`src/rtl/dot_product_sequencer_pkg.sv`:
```
// Shared types and parameter defaults for the dot-product sequencer.
// No logic: only the state encoding and the width derivations.
// Backpressure: not applicable.
package dot_product_sequencer_pkg;

    typedef enum logic [1:0] {
        ST_IDLE  = 2'd0,
        ST_RUN   = 2'd1,
        ST_DRAIN = 2'd2,
        ST_DONE  = 2'd3
    } dps_state_e;

    localparam int DPS_W_A     = 32;
    localparam int DPS_W_B     = 32;
    localparam int DPS_MAX_LEN = 1024;
    localparam int DPS_LEN_W   = $clog2(DPS_MAX_LEN + 1);
    localparam int DPS_ACC_W   = DPS_W_A + DPS_W_B + $clog2(DPS_MAX_LEN);

endpackage

```
`src/rtl/dot_product_sequencer_accumulator.sv`:
```
// Dot-product accumulator register: clear, or add addend when add_vld is high.
// Latency: 1 cycle from add_vld to the updated acc.
// Backpressure: none; clear takes priority over add.
module dps_accumulator #(
    parameter int ACC_W = 74
) (
    input  logic             Clock,
    input  logic             Resetn,
    input  logic             clr,
    input  logic             add_vld,
    input  logic [ACC_W-1:0] addend,
    output logic [ACC_W-1:0] acc
);

    always_ff @(posedge Clock) begin
        if (!Resetn) begin
            acc <= '0;
        end else if (clr) begin
            acc <= '0;
        end else if (add_vld) begin
            acc <= acc + addend;
        end
    end

endmodule

```
`src/rtl/reg_mult.sv`:
```
// Registered unsigned multiplier with a full-width product.
// Latency: 1 cycle from en to p.
// Backpressure: none; p holds its value while en is low.
module reg_mult #(
    parameter int W_a = 32,
    parameter int W_b = 32
) (
    input  logic               Clock,
    input  logic               Resetn,
    input  logic               en,
    input  logic [W_a-1:0]     a,
    input  logic [W_b-1:0]     b,
    output logic [W_a+W_b-1:0] p
);

    always_ff @(posedge Clock) begin
        if (!Resetn) begin
            p <= '0;
        end else if (en) begin
            p <= (W_a+W_b)'(a) * (W_a+W_b)'(b);
        end
    end

endmodule

```
`src/rtl/dot_product_sequencer.sv`:
```
// Streams {a,b} pairs through a registered multiplier and sums the products.
// Latency: last beat at edge T -> out_valid after edge T+2; 1 pair/cycle in RUN.
// Backpressure: in_ready only in RUN; result held in DONE until out_ready.
module dot_product_sequencer
    import dot_product_sequencer_pkg::*;
#(
    parameter int W_A     = DPS_W_A,
    parameter int W_B     = DPS_W_B,
    parameter int MAX_LEN = DPS_MAX_LEN,
    parameter int LEN_W   = $clog2(MAX_LEN + 1),
    parameter int ACC_W   = W_A + W_B + $clog2(MAX_LEN)
) (
    input  logic             Clock,
    input  logic             Resetn,
    input  logic             start,
    input  logic [LEN_W-1:0] len,
    output logic             busy,
    output logic             clamped,
    input  logic             in_valid,
    output logic             in_ready,
    input  logic [W_A-1:0]   a,
    input  logic [W_B-1:0]   b,
    output logic             out_valid,
    input  logic             out_ready,
    output logic [ACC_W-1:0] result
);

    localparam logic [LEN_W-1:0] MAX_LEN_L = LEN_W'(MAX_LEN);

    dps_state_e         state_q, state_d;
    logic [LEN_W-1:0]   remaining_q;
    logic [W_A-1:0]     a_q;
    logic [W_B-1:0]     b_q;
    logic               op_vld_q;
    logic               prod_vld_q;
    logic [W_A+W_B-1:0] product;
    logic               beat;
    logic               job_start;

    assign in_ready  = (state_q == ST_RUN);
    assign busy      = (state_q != ST_IDLE);
    assign out_valid = (state_q == ST_DONE);
    assign beat      = in_valid && in_ready;
    assign job_start = (state_q == ST_IDLE) && start;

    always_comb begin
        state_d = state_q;
        case (state_q)
            ST_IDLE:  if (start) state_d = (len == '0) ? ST_DONE : ST_RUN;
            ST_RUN:   if (beat && remaining_q == LEN_W'(1)) state_d = ST_DRAIN;
            // Leave once the operand stage is empty; the product stage adds this cycle.
            ST_DRAIN: if (!op_vld_q) state_d = ST_DONE;
            ST_DONE:  if (out_ready) state_d = ST_IDLE;
            default:  state_d = ST_IDLE;
        endcase
    end

    always_ff @(posedge Clock) begin
        if (!Resetn) begin
            state_q     <= ST_IDLE;
            remaining_q <= '0;
            clamped     <= 1'b0;
            a_q         <= '0;
            b_q         <= '0;
            op_vld_q    <= 1'b0;
            prod_vld_q  <= 1'b0;
        end else begin
            state_q    <= state_d;
            op_vld_q   <= beat;
            prod_vld_q <= op_vld_q;
            if (job_start) begin
                remaining_q <= (len > MAX_LEN_L) ? MAX_LEN_L : len;
                clamped     <= (len > MAX_LEN_L);
            end else if (beat) begin
                remaining_q <= remaining_q - LEN_W'(1);
            end
            if (beat) begin
                a_q <= a;
                b_q <= b;
            end
        end
    end

    reg_mult #(
        .W_a (W_A),
        .W_b (W_B)
    ) u_mult (
        .Clock  (Clock),
        .Resetn (Resetn),
        .en     (op_vld_q),
        .a      (a_q),
        .b      (b_q),
        .p      (product)
    );

    dps_accumulator #(
        .ACC_W (ACC_W)
    ) u_acc (
        .Clock   (Clock),
        .Resetn  (Resetn),
        .clr     (job_start),
        .add_vld (prod_vld_q),
        .addend  (ACC_W'(product)),
        .acc     (result)
    );

endmodule

```
`config.mk`:
```
export PLATFORM = sky130hd
export DESIGN_NAME = dot_product_sequencer
export DESIGN_NICKNAME = d
export VERILOG_FILES = /design/src/rtl/dot_product_sequencer_pkg.sv /design/src/rtl/dot_product_sequencer_accumulator.sv /design/src/rtl/reg_mult.sv /design/src/rtl/dot_product_sequencer.sv
export SDC_FILE = /design/constraint.sdc
export NUM_CORES = 2
export LEC_CHECK = 0
export BUFFER_PORTS_ARGS = -buffer_cell sky130_fd_sc_hd__buf_2
export CAP_MARGIN = 20
export CORE_MARGIN = 2
export CORE_UTILIZATION = 50
export DETAILED_ROUTE_END_ITERATION = 16
export MAX_ROUTING_LAYER = met4
export PLACE_DENSITY_LB_ADDON = 0.12
export SETUP_SLACK_MARGIN = 0.15
export SLEW_MARGIN = 20
export SYNTH_ARGS = -nofsm -noshare
export SYNTH_HDL_FRONTEND = slang
export SYNTH_SLANG_ARGS = --single-unit
```
`constraint.sdc`:
```
create_clock -name Clock -period 9.2 [get_ports Clock]
set_input_delay 0 -clock Clock [delete_from_list [all_inputs] [get_ports Clock]]
set_output_delay 0 -clock Clock [all_outputs]
set_load 0.05 [all_outputs]
```
# --- Word level (Yosys, flattened, before mapping) ---
# Cells that the tools add are included.
word_totals:
  regBits: 218
  wordCells: 40
op_classes:
  addsub: 2
  multipliers: 1
  n_lt_le_gt_ge: 1
  n_eq_ne: 8
  mux: 9
  bitwise: 1
  reduce_logical: 9
ops:
  columns: ["op", "count"]
  rows:
  - ["$add A74 B64 Y74", 1]
  - ["$mul A32 B32 Y64", 1]
  - ["$mux W11", 3]
  - ["$eq A11 B1 Y1 const B", 1]
  - ["$gt A11 B11 Y1 const B", 1]
  - ["$logic_not A11 Y1", 1]
  - ["$sub A11 B1 Y11 const B", 1]
  - ["$mux W2", 5]
  - ["$pmux W2 S4", 1]
  - ["$eq A2 B2 Y1 const B", 2]
  - ["$ne A2 B1 Y1 const B", 2]
  - ["$ne A2 B2 Y1 const B", 2]
  - ["$reduce_and A4 Y1", 1]
  - ["$reduce_bool A2 Y1", 2]
  - ["$logic_and A1 B1 Y1", 3]
  - ["$eq A2 B1 Y1 const B", 1]
  - ["$logic_not A2 Y1", 1]
  - ["$reduce_or A2 Y1", 1]
  - ["$not A1 Y1", 1]

# --- Depth between registers and ports, before layout ---
depth:
  ltp_word: 5
  depth_mapped: 29
  depth_no_buf: 27

# --- Cells and area by module ---
# Synthesis repeated with hierarchy kept, for this count alone.
hier_totals:
  hier_cells: 5281
  area_unflattened_um2: 46368.2
by_module_without_submodules:
  columns: ["mod", "instances", "cells_per_inst", "area_per_inst_um2", "seq_area_each_um2"]
  rows:
  - ["reg_mult", 1, 3928, 35750.5, 1281.2]
  - ["dps_accumulator", 1, 957, 7277.0, 1481.4]
  - ["dot_product_sequencer", 1, 396, 3340.7, 1601.5]

# --- Least setup slack after synthesis ---
# OpenSTA, ideal clock, no wires.
synth_path:
  path_kind: "reg2reg"
  from: "reg a_q[31]"
  to: "reg u_mult.p[63]"
  setup_time_ps: 122
  arrival_time_ps: 7121
  t_required_ps: 9078
  setup_slack_ps: 1957
  stages_incl_launch_ff: 25
  path_buffers: 2
  period_less_slack_ps: 7243
  path_cell_list: "dfxtp_1 -> clkbuf_1 -> nand2_1 -> fa_1 -> inv_1 -> fa_1 -> fa_1 -> inv_1 -> fa_1 -> inv_1 -> fa_1 -> fa_1 -> fa_1 -> inv_1 -> fa_1 -> inv_1 -> ha_1 -> clkbuf_1 -> nand2_1 -> or4_1 -> o31ai_2 -> a31oi_1 -> o32ai_2 -> nor4_1 -> a311o_1"
synth_via:
  elab_chain_cells: 1
synth_lines:
  columns: ["element", "line_no", "text"]
  rows:
  - ["start: declaration", "dot_product_sequencer.sv:32", "logic [W_A-1:0] a_q;"]
  - ["start signal: assignment", "dot_product_sequencer.sv:63", "a_q <= '0;"]
  - ["start signal: assignment", "dot_product_sequencer.sv:78", "a_q <= a;"]
  - ["$mul A32 B32 Y64", "reg_mult.sv:20", "p <= (W_a+W_b)'(a) * (W_a+W_b)'(b);"]
  - ["end signal: assignment", "reg_mult.sv:20", null]
  - ["end: declaration", "reg_mult.sv:13", "output logic [W_a+W_b-1:0] p"]
# Every way passes these cells.
# A chain may end at the register's enable or synchronous reset.

# --- Worst setup path after layout ---
layout_path:
  from: "reg b_q[9]"
  to: "reg u_mult.p[57]"
layout_via:
  elab_chain_cells: 1
layout_lines:
  columns: ["element", "line_no", "text"]
  rows:
  - ["start: declaration", "dot_product_sequencer.sv:33", "logic [W_B-1:0] b_q;"]
  - ["start signal: assignment", "dot_product_sequencer.sv:64", "b_q <= '0;"]
  - ["start signal: assignment", "dot_product_sequencer.sv:79", "b_q <= b;"]
  - ["$mul A32 B32 Y64", "reg_mult.sv:20", null]
# Every way passes these cells.

==> key figures <==
STA
  – RSZ-0062 raised after global routing: no
  – Clock Skew: ~0.014 ns
  – TNS Setup: 0 ns
  – Worst Max-Slew Pin Slew: approximately 1.1 ns
  – Setup WS post-layout: 0.6616 ns
  – Period minus WS final: around 8.5 ns
  – Setup-violating endpoint count in the final report: 0
  – Rel. slew slack: 25.48%
  – Final Hold Fails: 0
  – Pins Over Slew Limit: 0
  – Final period util: 92.81%
  – Fmax: 0.1171 GHz

Floorplanning
  – Die area: 0.09312 mm2
  – Core Box Area: about 0.09 mm2
  – Num rows: 110
  – Die extent in y: approximately 310 um
  – Initial core utilization: between 50% and 60%
  – Die span in x: about 300 um
  – Boundary Pins: 158

Critical path
  – WS Path Type: flip-flop to flip-flop
  – Worst Reg2Reg Path Length in Cells: 23
  – Setup slack, reg-to-reg: around 0.66 ns
  – Worst Setup End Kind: flip-flop
  – Worst r2r src: b_q[9]
  – CP Data Required Time: ~9.7 ns
  – Critical path arrival: 9.03 ns
  – Worst Setup Start Kind: flip-flop
  – Reg2reg end: u_mult.p[57]
  – Critical path launch point: b_q[9]
  – Crit Path Max Fanout: 21

Hold path
  – HP Start: start
  – Sink of the worst hold path: state_q[0]
  – Type of the most critical hold path: input port to flip-flop
  – Worst Hold Depth: 5

CTS
  – Clk root buf: clkbuf_16
  – Skew-Pair Late Insertion Delay: about 0.63 ns
  – TritonCTS clock tree: yes
  – Worst-path clk slew: roughly 0.06 ns
  – Num CTS Buffers: 31
  – Post CTS Setup Buffer Count: 0
  – H-tree levels: 1
  – Clock buffer depth: 3
  – Clk sink count: approximately 220

Logic synthesis
  – Post-synthesis sequential element count: between 200 and 250
  – Main flop type after synthesis: dfxtp_1
  – Cell count after synthesis: 5139
  – Yosys cell types: 90
  – Mean Syn Cell Area: 8.824 um2
  – Most frequent cells after synthesis: inv_1 (921), fa_1 (897), nand2_1 (703), and2_1 (605), ha_1 (334)
  – Synth top area cells: fa_1 (40%), dfxtp_1 (9.6%), ha_1 (9.2%), and2_1 (8.3%), inv_1 (7.6%)
  – Mapped Nets: between 6000 and 7000
  – Yosys warnings: 0
  – Seq/Total Area, Yosys: 9.624%
  – Count leader, synth: inv_1
  – Post-synth ARST share: 0%
  – Post-synth EDFFs: 0
  – Synth Cell Area: 0.04535 mm2
  – Area share of the largest cell type after synthesis: between 30 and 40%
  – Post-synth top area cell: fa_1

Layout
  – Layout cells sized above 1: 6.747%
  – Multi-input logic area: roughly 0.036 mm2
  – Non-Filler Cell Area, Final: 0.04958 mm2
  – Post-Layout Cell Count: around 6500
  – Final #Nets: 6579
  – Register Area: around 0.0044 mm2
  – # fillers: roughly 8500
  – Layout overhead on the synthesized area: 9.331%

Global routing
  – Largest net degree at the start of global routing: ~90
  – GRT Overall Usage: around 29%
  – First-pass GRT wire length: between 200 and 250 mm
  – Initial antenna violation count: 4
  – GR Overflow Total: 0
  – Vias in the first global route: 36930

Routing
  – Vias/cell: 5.385
  – Met3 WL: between 4 and 5 mm
  – DRC Markers: 0
  – Via count: roughly 35000
  – DR WL met2: about 66 mm
  – Starting DRC count in detailed routing: roughly 1800
  – Pre-antenna DRT Iters: 6
  – ANT nets after route: 0
  – WL/cell: between 15 and 20 um
  – Metal-1 WL: ~50 mm
  – Highest Signal Layer: met4
  – Total wire length: about 130 mm

Placement
  – Gp weighted congestion: 0.9054
  – Post-placement cell count: around 6300
  – Detailed placer's ending HPWL: ~100 mm
  – PortBufs: ~160
  – Setup slack at placement: roughly 0.72 ns
  – Dpl cell area: around 0.047 mm2

Outcome
  – Status: finished, final reports clean

Power
  – Power per cell area: ~80 mW/mm2
  – Peak VDD IR: 0.2021 mV
  – Power Total: around 4 mW
  – Pleak: ~25 nW

Run
  – Max_cap viols: 0
area by class of cell:
cell class	count	area share [%]
repair buffers	391	5.900
multi-input cells	3705	73.34
clock buffers	39	1.746
flip-flops and latches	218	8.822
diodes	1	0.005047
well taps	1176	2.968
clock inverters	17	0.2423
inverters	921	6.973
timing repair:
item,4_1_cts,5_1_grt
setup endpoints to repair,0,1
endpoints found under the hold margin,86,0
hold buffers,132,0
gates resized for setup,0,1
worst max-delay path: stages, from the launching register on:
cell      delay [ns]
dfxtp_1         0.93
nand2_1         0.17
fa_1            0.55
inv_1           0.06
fa_1            0.55
inv_1           0.06
fa_1            0.52
inv_1           0.05
fa_1            0.48
fa_1            0.66
fa_1            0.46
fa_1            0.58
fa_1            0.44
ha_1            0.43
nand4_1         0.19
nor4_1          0.49
nand2_1         0.09
o32ai_1         0.51
nor4b_1         0.16
o21ai_1         0.37
a21boi_1        0.15
o21ai_0         0.23
xnor2_1         0.15
o21ai_0         0.09
metal layers:
| metal | track usage (%) | vias up |
|---|---|---|
| met5 | - | - |
| met4 | 10.92 | 0 |
| met3 | 2.108 | 241 |
| met2 | 51.07 | 763 |
| met1 | 34.86 | 17820 |
| li1 | - | 16000 |
cells in the final DEF, fill, tap and decap left out, drive strengths merged, types with 74 or more instances in the layout:
cell type / Yosys / layout
a21oi: 163 / 163
and2: 605 / 605
buf: 21 / 259
dfxtp: 218 / 218
dlygate4sd3: 0 / 132
fa: 897 / 897
ha: 334 / 334
inv: 921 / 924
mux2i: 89 / 89
nand2: 703 / 703
nor2: 148 / 148
o21ai: 109 / 109
xnor2: 74 / 74
metrics by stage:
| stage | utilization, % | hold WS, ns |
|---|---|---|
| 3_5_place_dp | 52.51 | 0.2594 |
| 3_3_place_gp | 52.51 | 0.2541 |
| 2_1_floorplan | - | 0.1449 |
| 5_1_grt | 55.08 | 0.09748 |
| 4_1_cts | 55.08 | 0.02215 |
| 6_report | 55.08 | 0.05600 |
worst max-delay path by stage:
| stage | to |
|---|---|
| after floorplan | u_mult.p[63] |
| after global placement | u_mult.p[57] |
| after detailed placement | u_mult.p[57] |
| after CTS | u_mult.p[57] |
| after global routing | u_mult.p[57] |
| final | u_mult.p[57] |
cell families (layout without fill, tap and decap cells):
group / after synthesis / in the layout / share of synthesized area [%]
compound gates: 584 / 584 / 8.606
xor+xnor: 118 / 118 / 2.279
mux: 89 / 89 / 1.964
other cells: 0 / 1 / 0
fa+ha+maj: 1231 / 1231 / 48.81
simple gates: 1683 / 1683 / 18.51
flops: 218 / 218 / 9.624
buf+inv: 1216 / 1368 / 10.21
state kept, by name, summed over array words and instances, names as in the netlist, 2 cells and up:
signal / flops
u_acc.acc: 74
u_mult.p: 64
a_q: 32
b_q: 32
remaining_q: 11
state_q: 2
report_power, final:
group | total (mW) | switching, mW | internal [mW] | leakage, nW
registers | 1.22 | 0.209 | 1.01 | 1.77
logic | 1.59 | 1.01 | 0.580 | 22.3
clock network | 1.20 | 0.534 | 0.666 | 0.489
total | 4.01 | 1.75 | 2.26 | 24.5
No activity file was read; power rests on OpenSTA's default activity.
